$ cat src/rtl/converter_i2f_arbiter.sv
// Round-robin arbiter sharing one int-to-float converter among NUM_REQ requesters.
// A single transaction is in flight at a time: accept, send, wait, ack, return.
module converter_i2f_arbiter #(
  parameter int unsigned NUM_REQ = 4,
  parameter int unsigned GW      = 2,
  parameter int unsigned CNT_W   = 16
) (
  input  logic                   i_CLK,
  input  logic                   i_RST,
  input  logic [32*NUM_REQ-1:0]  i_REQ_A,
  input  logic [NUM_REQ-1:0]     i_REQ_STB,
  output logic [NUM_REQ-1:0]     o_REQ_ACK,
  output logic [31:0]            o_RSP_Z,
  output logic [NUM_REQ-1:0]     o_RSP_STB,
  input  logic [NUM_REQ-1:0]     i_RSP_ACK,
  output logic [31:0]            o_CVT_A,
  output logic                   o_CVT_A_STB,
  input  logic                   i_CVT_A_ACK,
  input  logic [31:0]            i_CVT_Z,
  input  logic                   i_CVT_Z_STB,
  output logic                   o_CVT_Z_ACK,
  output logic                   o_BUSY,
  output logic [GW-1:0]          o_GRANT,
  output logic [CNT_W-1:0]       o_XFER_CNT
);

  typedef enum logic [2:0] {
    S_IDLE, S_ACCEPT, S_SEND, S_WAIT, S_ZACK, S_RETURN
  } state_t;

  state_t               state, next_state;
  logic [GW-1:0]        r_last;
  logic [GW-1:0]        pick;
  logic [GW-1:0]        cand;
  logic                 pick_vld;
  logic [31:0]          r_data;
  logic [GW-1:0]        grant_d;
  logic [NUM_REQ-1:0]   req_ack_d;
  logic [NUM_REQ-1:0]   rsp_stb_d;
  logic                 cvt_a_stb_d;
  logic                 cvt_z_ack_d;
  logic                 busy_d;

  // Scan r_last+1 .. r_last+NUM_REQ (mod NUM_REQ); r_last itself is tried last.
  always_comb begin
    pick     = '0;
    pick_vld = 1'b0;
    cand     = '0;
    for (int unsigned i = 1; i <= NUM_REQ; i++) begin
      cand = GW'((32'(r_last) + i) % NUM_REQ);
      if (!pick_vld && i_REQ_STB[cand]) begin
        pick_vld = 1'b1;
        pick     = cand;
      end
    end
  end

  always_comb begin
    next_state = state;
    case (state)
      S_IDLE:   if (pick_vld)              next_state = S_ACCEPT;
      S_ACCEPT:                            next_state = S_SEND;
      S_SEND:   if (i_CVT_A_ACK)           next_state = S_WAIT;
      S_WAIT:   if (i_CVT_Z_STB)           next_state = S_ZACK;
      S_ZACK:                              next_state = S_RETURN;
      S_RETURN: if (i_RSP_ACK[o_GRANT])    next_state = S_IDLE;
      default:                             next_state = S_IDLE;
    endcase
  end

  // Outputs are decoded from next_state so the registered copy lines up with the state.
  always_comb begin
    grant_d = o_GRANT;
    if (state == S_IDLE && pick_vld) grant_d = pick;
    req_ack_d   = '0;
    rsp_stb_d   = '0;
    if (next_state == S_ACCEPT) req_ack_d[grant_d] = 1'b1;
    if (next_state == S_RETURN) rsp_stb_d[grant_d] = 1'b1;
    cvt_a_stb_d = (next_state == S_SEND);
    cvt_z_ack_d = (next_state == S_ZACK);
    busy_d      = (next_state != S_IDLE);
  end

  always_ff @(posedge i_CLK or posedge i_RST) begin
    if (i_RST) begin
      state       <= S_IDLE;
      r_last      <= GW'(NUM_REQ - 1);
      r_data      <= '0;
      o_GRANT     <= '0;
      o_REQ_ACK   <= '0;
      o_RSP_STB   <= '0;
      o_RSP_Z     <= '0;
      o_CVT_A     <= '0;
      o_CVT_A_STB <= 1'b0;
      o_CVT_Z_ACK <= 1'b0;
      o_BUSY      <= 1'b0;
      o_XFER_CNT  <= '0;
    end else begin
      state       <= next_state;
      o_GRANT     <= grant_d;
      o_REQ_ACK   <= req_ack_d;
      o_RSP_STB   <= rsp_stb_d;
      o_CVT_A_STB <= cvt_a_stb_d;
      o_CVT_Z_ACK <= cvt_z_ack_d;
      o_BUSY      <= busy_d;
      if (state == S_IDLE && pick_vld) r_data <= i_REQ_A[{pick, 5'b0} +: 32];
      if (state == S_ACCEPT) o_CVT_A <= r_data;
      if (state == S_WAIT && i_CVT_Z_STB) o_RSP_Z <= i_CVT_Z;
      if (state == S_RETURN && i_RSP_ACK[o_GRANT]) begin
        r_last     <= o_GRANT;
        o_XFER_CNT <= o_XFER_CNT + CNT_W'(1);
      end
    end
  end

endmodule

$ cat config.mk
export PLATFORM = sky130hd
export DESIGN_NAME = converter_i2f_arbiter
export DESIGN_NICKNAME = d
export VERILOG_FILES = /design/src/rtl/converter_i2f_arbiter.sv
export SDC_FILE = /design/constraint.sdc
export NUM_CORES = 1
export LEC_CHECK = 0
export CAP_MARGIN = 20
export CORE_MARGIN = 4
export CORE_UTILIZATION = 43
export DETAILED_ROUTE_END_ITERATION = 10
export PLACE_DENSITY = 0.81
export SYNTH_ARGS = -nofsm -noshare
export SYNTH_HDL_FRONTEND = slang
export SYNTH_SLANG_ARGS = --single-unit
$ cat constraint.sdc
create_clock -name i_CLK -period 5.34 [get_ports i_CLK]
set_clock_uncertainty 0.1 [all_clocks]
set_input_delay 1.068 -clock i_CLK [delete_from_list [all_inputs] [get_ports i_CLK]]
set_output_delay 1.068 -clock i_CLK [all_outputs]
set_load 0.05 [all_outputs]
# Word level (Yosys, flattened, before mapping)
# Cells that the tools add are included.
# totals
register_bits	130
input_bits	172
out_inout_bits	93
wordCells	74
# op_classes
n_addsub	5
order_cmp	7
n_eq_ne	9
shifts	1
mux	28
n_reduce_logical	12
# ops
operator	n
128-bit by 8-bit variable part select with 32-bit output	1
2-bit by 3-bit < comparator with 1-bit output, second input constant	6
3-bit one-hot mux with 6 select lines	1
16-bit by 1-bit adder with 16-bit output, second input constant	1
3-bit == test, second input constant	4
3-bit 2-to-1 mux	4
1-bit binary-select mux with 2-bit select	5
1-bit 2-to-1 mux	10
2-bit 2-to-1 mux	5
3-bit by 2-bit == test with 1-bit output, second input constant	3
4-bit 2-to-1 mux	2
1-bit logical AND	7
3-bit by 1-bit == test with 1-bit output, second input constant	2
2-bit by 1-bit adder with 2-bit output, second input constant	2
2-bit adder, second input constant	2
1-bit logical NOT	3
3-bit logical NOT	1
3-bit nonzero test	1
1-bit demux with 2-bit select	1
2-bit by 1-bit >= comparator with 1-bit output, second input constant	1

# Depth between registers and ports, before layout
# logic_depth
word_depth	20
ltp_mapped	8

# Least setup slack after synthesis
# OpenSTA, ideal clock, no wires.
# synth_path
path_kind	input to register
startpoint	in i_REQ_STB[2]
endpoint	reg r_data[10]
t_arrival_ps	2467
required_time_ps	5114
path_slack_ps	2647
stages	7
n_path_buf	2
cell_sequence	or4_1 > and2_1 > buf_2 > nand2_2 > buf_2 > a21oi_1 > a221o_1
# synth_via
elab_chain_len	13
elab_cells_between_ends	24
# synth_rtl
element	line	text
start: declaration	11	input logic [NUM_REQ-1:0] i_REQ_STB,
1-bit binary-select mux with 2-bit select	51	if (!pick_vld && i_REQ_STB[cand]) begin
1-bit 2-to-1 mux (implied by the code)	51	
1-bit 2-to-1 mux	51	
1-bit logical NOT	51	
1-bit logical AND	51	
1-bit 2-to-1 mux	51	
1-bit logical NOT	51	
1-bit logical AND	51	
1-bit 2-to-1 mux	51	
1-bit logical NOT	51	
1-bit logical AND	51	
2-bit 2-to-1 mux or 1-bit 2-to-1 mux (tied branches)	51	
128-bit by 8-bit variable part select with 32-bit output or 1-bit logical AND (tied branches)	106	if (state == S_IDLE && pick_vld) r_data <= i_REQ_A[{pick, 5'b0} +: 32];
end signal: assignment	106	
end: declaration	36	logic [31:0] r_data;
# Parallel ways exist; a longest one is shown, timed or not. The select of a mux whose other input is x is not followed.
# A chain may end at the register's enable or synchronous reset.

# Worst setup path in the final report
# layout_path
startpoint	in i_REQ_STB[1]
endpoint	reg r_data[27]
# Same word-level chain as after synthesis.

==> results.yml <==
floorplanning:
  dieArea_um2: 16200
  start_util: 0.440
  core_um2: 13900
  ios: 265
  rows: 43
  die_width_um: 127
  die_h_um: 127
power_and_ir_drop:
  power.internal_uw: 3370
  comb_power_share: 0.490
  power.share.clock: 0.222
  leakage_uw: 0.00420
  ir_drop_v: 0.000333
  p_sw_uw: 2390
  switching_share: 0.414
  p_per_area_nw_per_um2: 601
  power_frac_seq: 0.287
synthesis:
  synth-seq-cells: 130
  yosys-top-cells-count: "dfrtp_1, nand2_1, a21oi_1, nand3_1, o21ai_0"
  yosys.cell_types.count: 51
  syn_inst: 562
  yosysMostFrequentCell: "dfrtp_1"
  synth_area_per_cell_um2: 10.9
  synth.area.top_cells: "dfrtp_1, nand2_1, mux2_4"
  synth_top_area_share: 0.522
  yosys.area.top_type: "dfrtp_1"
  synthFlopType: "dfrtp_1"
  synth_seq_area_share: 0.530
  ys_warn_count: 0
  synth_area_um2: 6140
  synth-edff-count: 0
  syn_nets: 735
  async_flop_share: 1.00
placement:
  dpl.hpwl_mm: 13.6
  gp_congestion: 0.814
  port-buffer-count: 264
final_layout:
  seq_area_um2: 3260
  multi_input_area_um2: 2700
  num_antenna_cells: 0
  fillers: 1040
  drive_gt1_frac: 0.128
  final_net_count: 988
  syn_to_final_growth_pct: 56.0
  postLayoutCoreUtil: 0.687
critical_path:
  critPathMaxStageDelay_ns: 0.62
  critPathKind: "primary input to flip-flop"
  critPathBufInv: 1
  cp_max_fo: 36
  crit_path_top_delay_cell: "clkdlybuf4s50_1"
  crit_arrival_ns: 3.42
  cp.required_ns: 5.51
  crit_path_end_kind: "flip-flop"
  cp_cell_sequence: "clkdlybuf4s50_1, and2b_1, o21bai_2, nand2_4, mux2_2, a221o_1"
  critical-path-top-delay-family: "simple AND/OR/NAND/NOR gates"
  start_kind: "primary input"
detailed_routing:
  wl_met3_mm: 1.43
  vias_per_cell: 5.38
  highest_layer: "met4"
  wl_mm: 18.5
  drc: 0
  wl_per_cell_um: 18.3
  via_count: 5419
  met1_length_mm: 7.13
  firstDrtPassIters: 5
  wl_met2_mm: 9.61
  drt-initial-drc-count: 323
  detail-route-antenna-nets: 0
sta:
  setup_viol_count_final: 0
  max_freq_ghz: 0.308
  rsz0062_at_grt: "no"
  worst_pin_slew_ns: 1.01
  min_period_ns: 3.25
  maxSlewHeadroom: 0.325
  timing.hold.ws_ns: 0.377
  drv_slew: 0
  period_share: 0.608
  hold_viol: 0
  fin_tns_setup_ns: 0
cts:
  cts-hold-fix-buffers: 0
  cts_max_level: 4
  clock-sinks: 130
  ctsResizeCount: 0
  clock_latency_ns: 0.40
  tritoncts: "yes"
  numCtsBuffers: 17
  root_buffer: "clkbuf_16"
  cts.clk_slew.worst_paths_ns: 0.06
  cts_buffer_depth: 2
  cts_setup_buffers: 0
run:
  maxCapViolCount: 0
status:
  status: "finished clean"
worst_hold_path:
  worst_hold_path_type: "flip-flop to flip-flop"
global_routing:
  antenna_found_initial: 0
  overflow: 0
  grt_pass1_wl_mm: 29.2
  grt_max_degree: 46
  grtUsageTotal: 0.227
  grt_pass1_vias: 5736
[registers in the layout, summed over array words and instances (netlist names)]
name,flops
r_data,32
o_RSP_Z,32
o_XFER_CNT,16
o_CVT_Z_ACK,1
o_REQ_ACK,4
state,3
o_CVT_A_STB,1
o_GRANT,2
o_RSP_STB,4
o_BUSY,1
r_last,2
o_CVT_A,32
[metal layers]
layer,track usage,up-vias
met4,0.0662,0
met3,0.0677,33
met2,0.403,256
met5,0,-
met1,0.266,2625
li1,-,2505
[stage by stage]
step / cells / instance area (µm²) / power (µW) / setup WS (ns)
after floorplan: 562 / 6140 / 3540 / 0.706
after global placement: 974 / 8890 / 4400 / 1.79
after detailed placement: 976 / 8910 / 4500 / 1.69
after CTS: 1008 / 9580 / 5800 / 2.07
after global routing: 1008 / 9580 / 6030 / 1.99
final: 1008 / 9580 / 5760 / 2.09
[power groups by stage]
stage	clock [µW]	combinational, µW	sequential, µW
after floorplan	0	1090	2440
after detailed placement	0	2840	1660
final	1280	2820	1650
after global placement	0	2760	1640
after global routing	1340	2990	1700
after CTS	1290	2850	1650
[final timing paths]
path                       slack [ns]    startpoint          end  depth (start not counted)
min reg2reg                      0.38   o_RSP_Z[19]  o_RSP_Z[19]                          2
max reg2reg                      2.67      state[2]    r_data[0]                          5
min in group asynchronous        0.97         i_RST  o_CVT_A_STB                          2
max                              2.09  i_REQ_STB[1]   r_data[27]                          6
min                              0.38   o_RSP_Z[19]  o_RSP_Z[19]                          2
max in group asynchronous        3.20         i_RST   r_data[19]                          3
[area by class of cell]
type	count	share of cell area
sequential	130	0.340
timing repair buffer	272	0.283
tap	180	0.0235
inverter	4	0.00183
clock buffer	23	0.0510
clock inverter	9	0.0183
multi-input combinational	390	0.282
[worst reg2reg max path: stages, from the launching register on]
cell and delay (ns):
dfrtp_1 0.51, nor3_1 0.50, and2_1 0.33, nand2_1 0.54, a211oi_1 0.43, a211oi_1 0.08
[cells in the final DEF (no fill, tap or decap), types with 4 or more instances in the layout]
cell type        netlist  final
clkdlybuf4s50_1        0    264
dfrtp_1              128    128
nand2_1              110    110
nand3_1               37     37
a21oi_1               37     37
o21ai_0               32     32
a221o_1               31     31
mux2_2                27     27
mux2_4                25     25
clkbuf_16              0     17
mux2_1                14     14
nor2_1                15     13
xnor2_1               13     13
buf_4                  1      7
bufinv_16              0      5
nor2b_1                4      4
clkbuf_8               0      4
[cell families after synthesis]
| kind of cell | Yosys count | share of synthesized area |
|---|---|---|
| XOR/XNOR | 15 | 0.0214 |
| adder cells (fa/ha/maj) | 1 | 0.00204 |
| flip-flops | 130 | 0.530 |
| buffers and inverters | 42 | 0.0316 |
| AND/OR/NAND/NOR | 191 | 0.140 |
| AO/OA/AOI/OAI | 113 | 0.127 |
| multiplexers | 70 | 0.147 |
(Power assumes the default switching activity.)
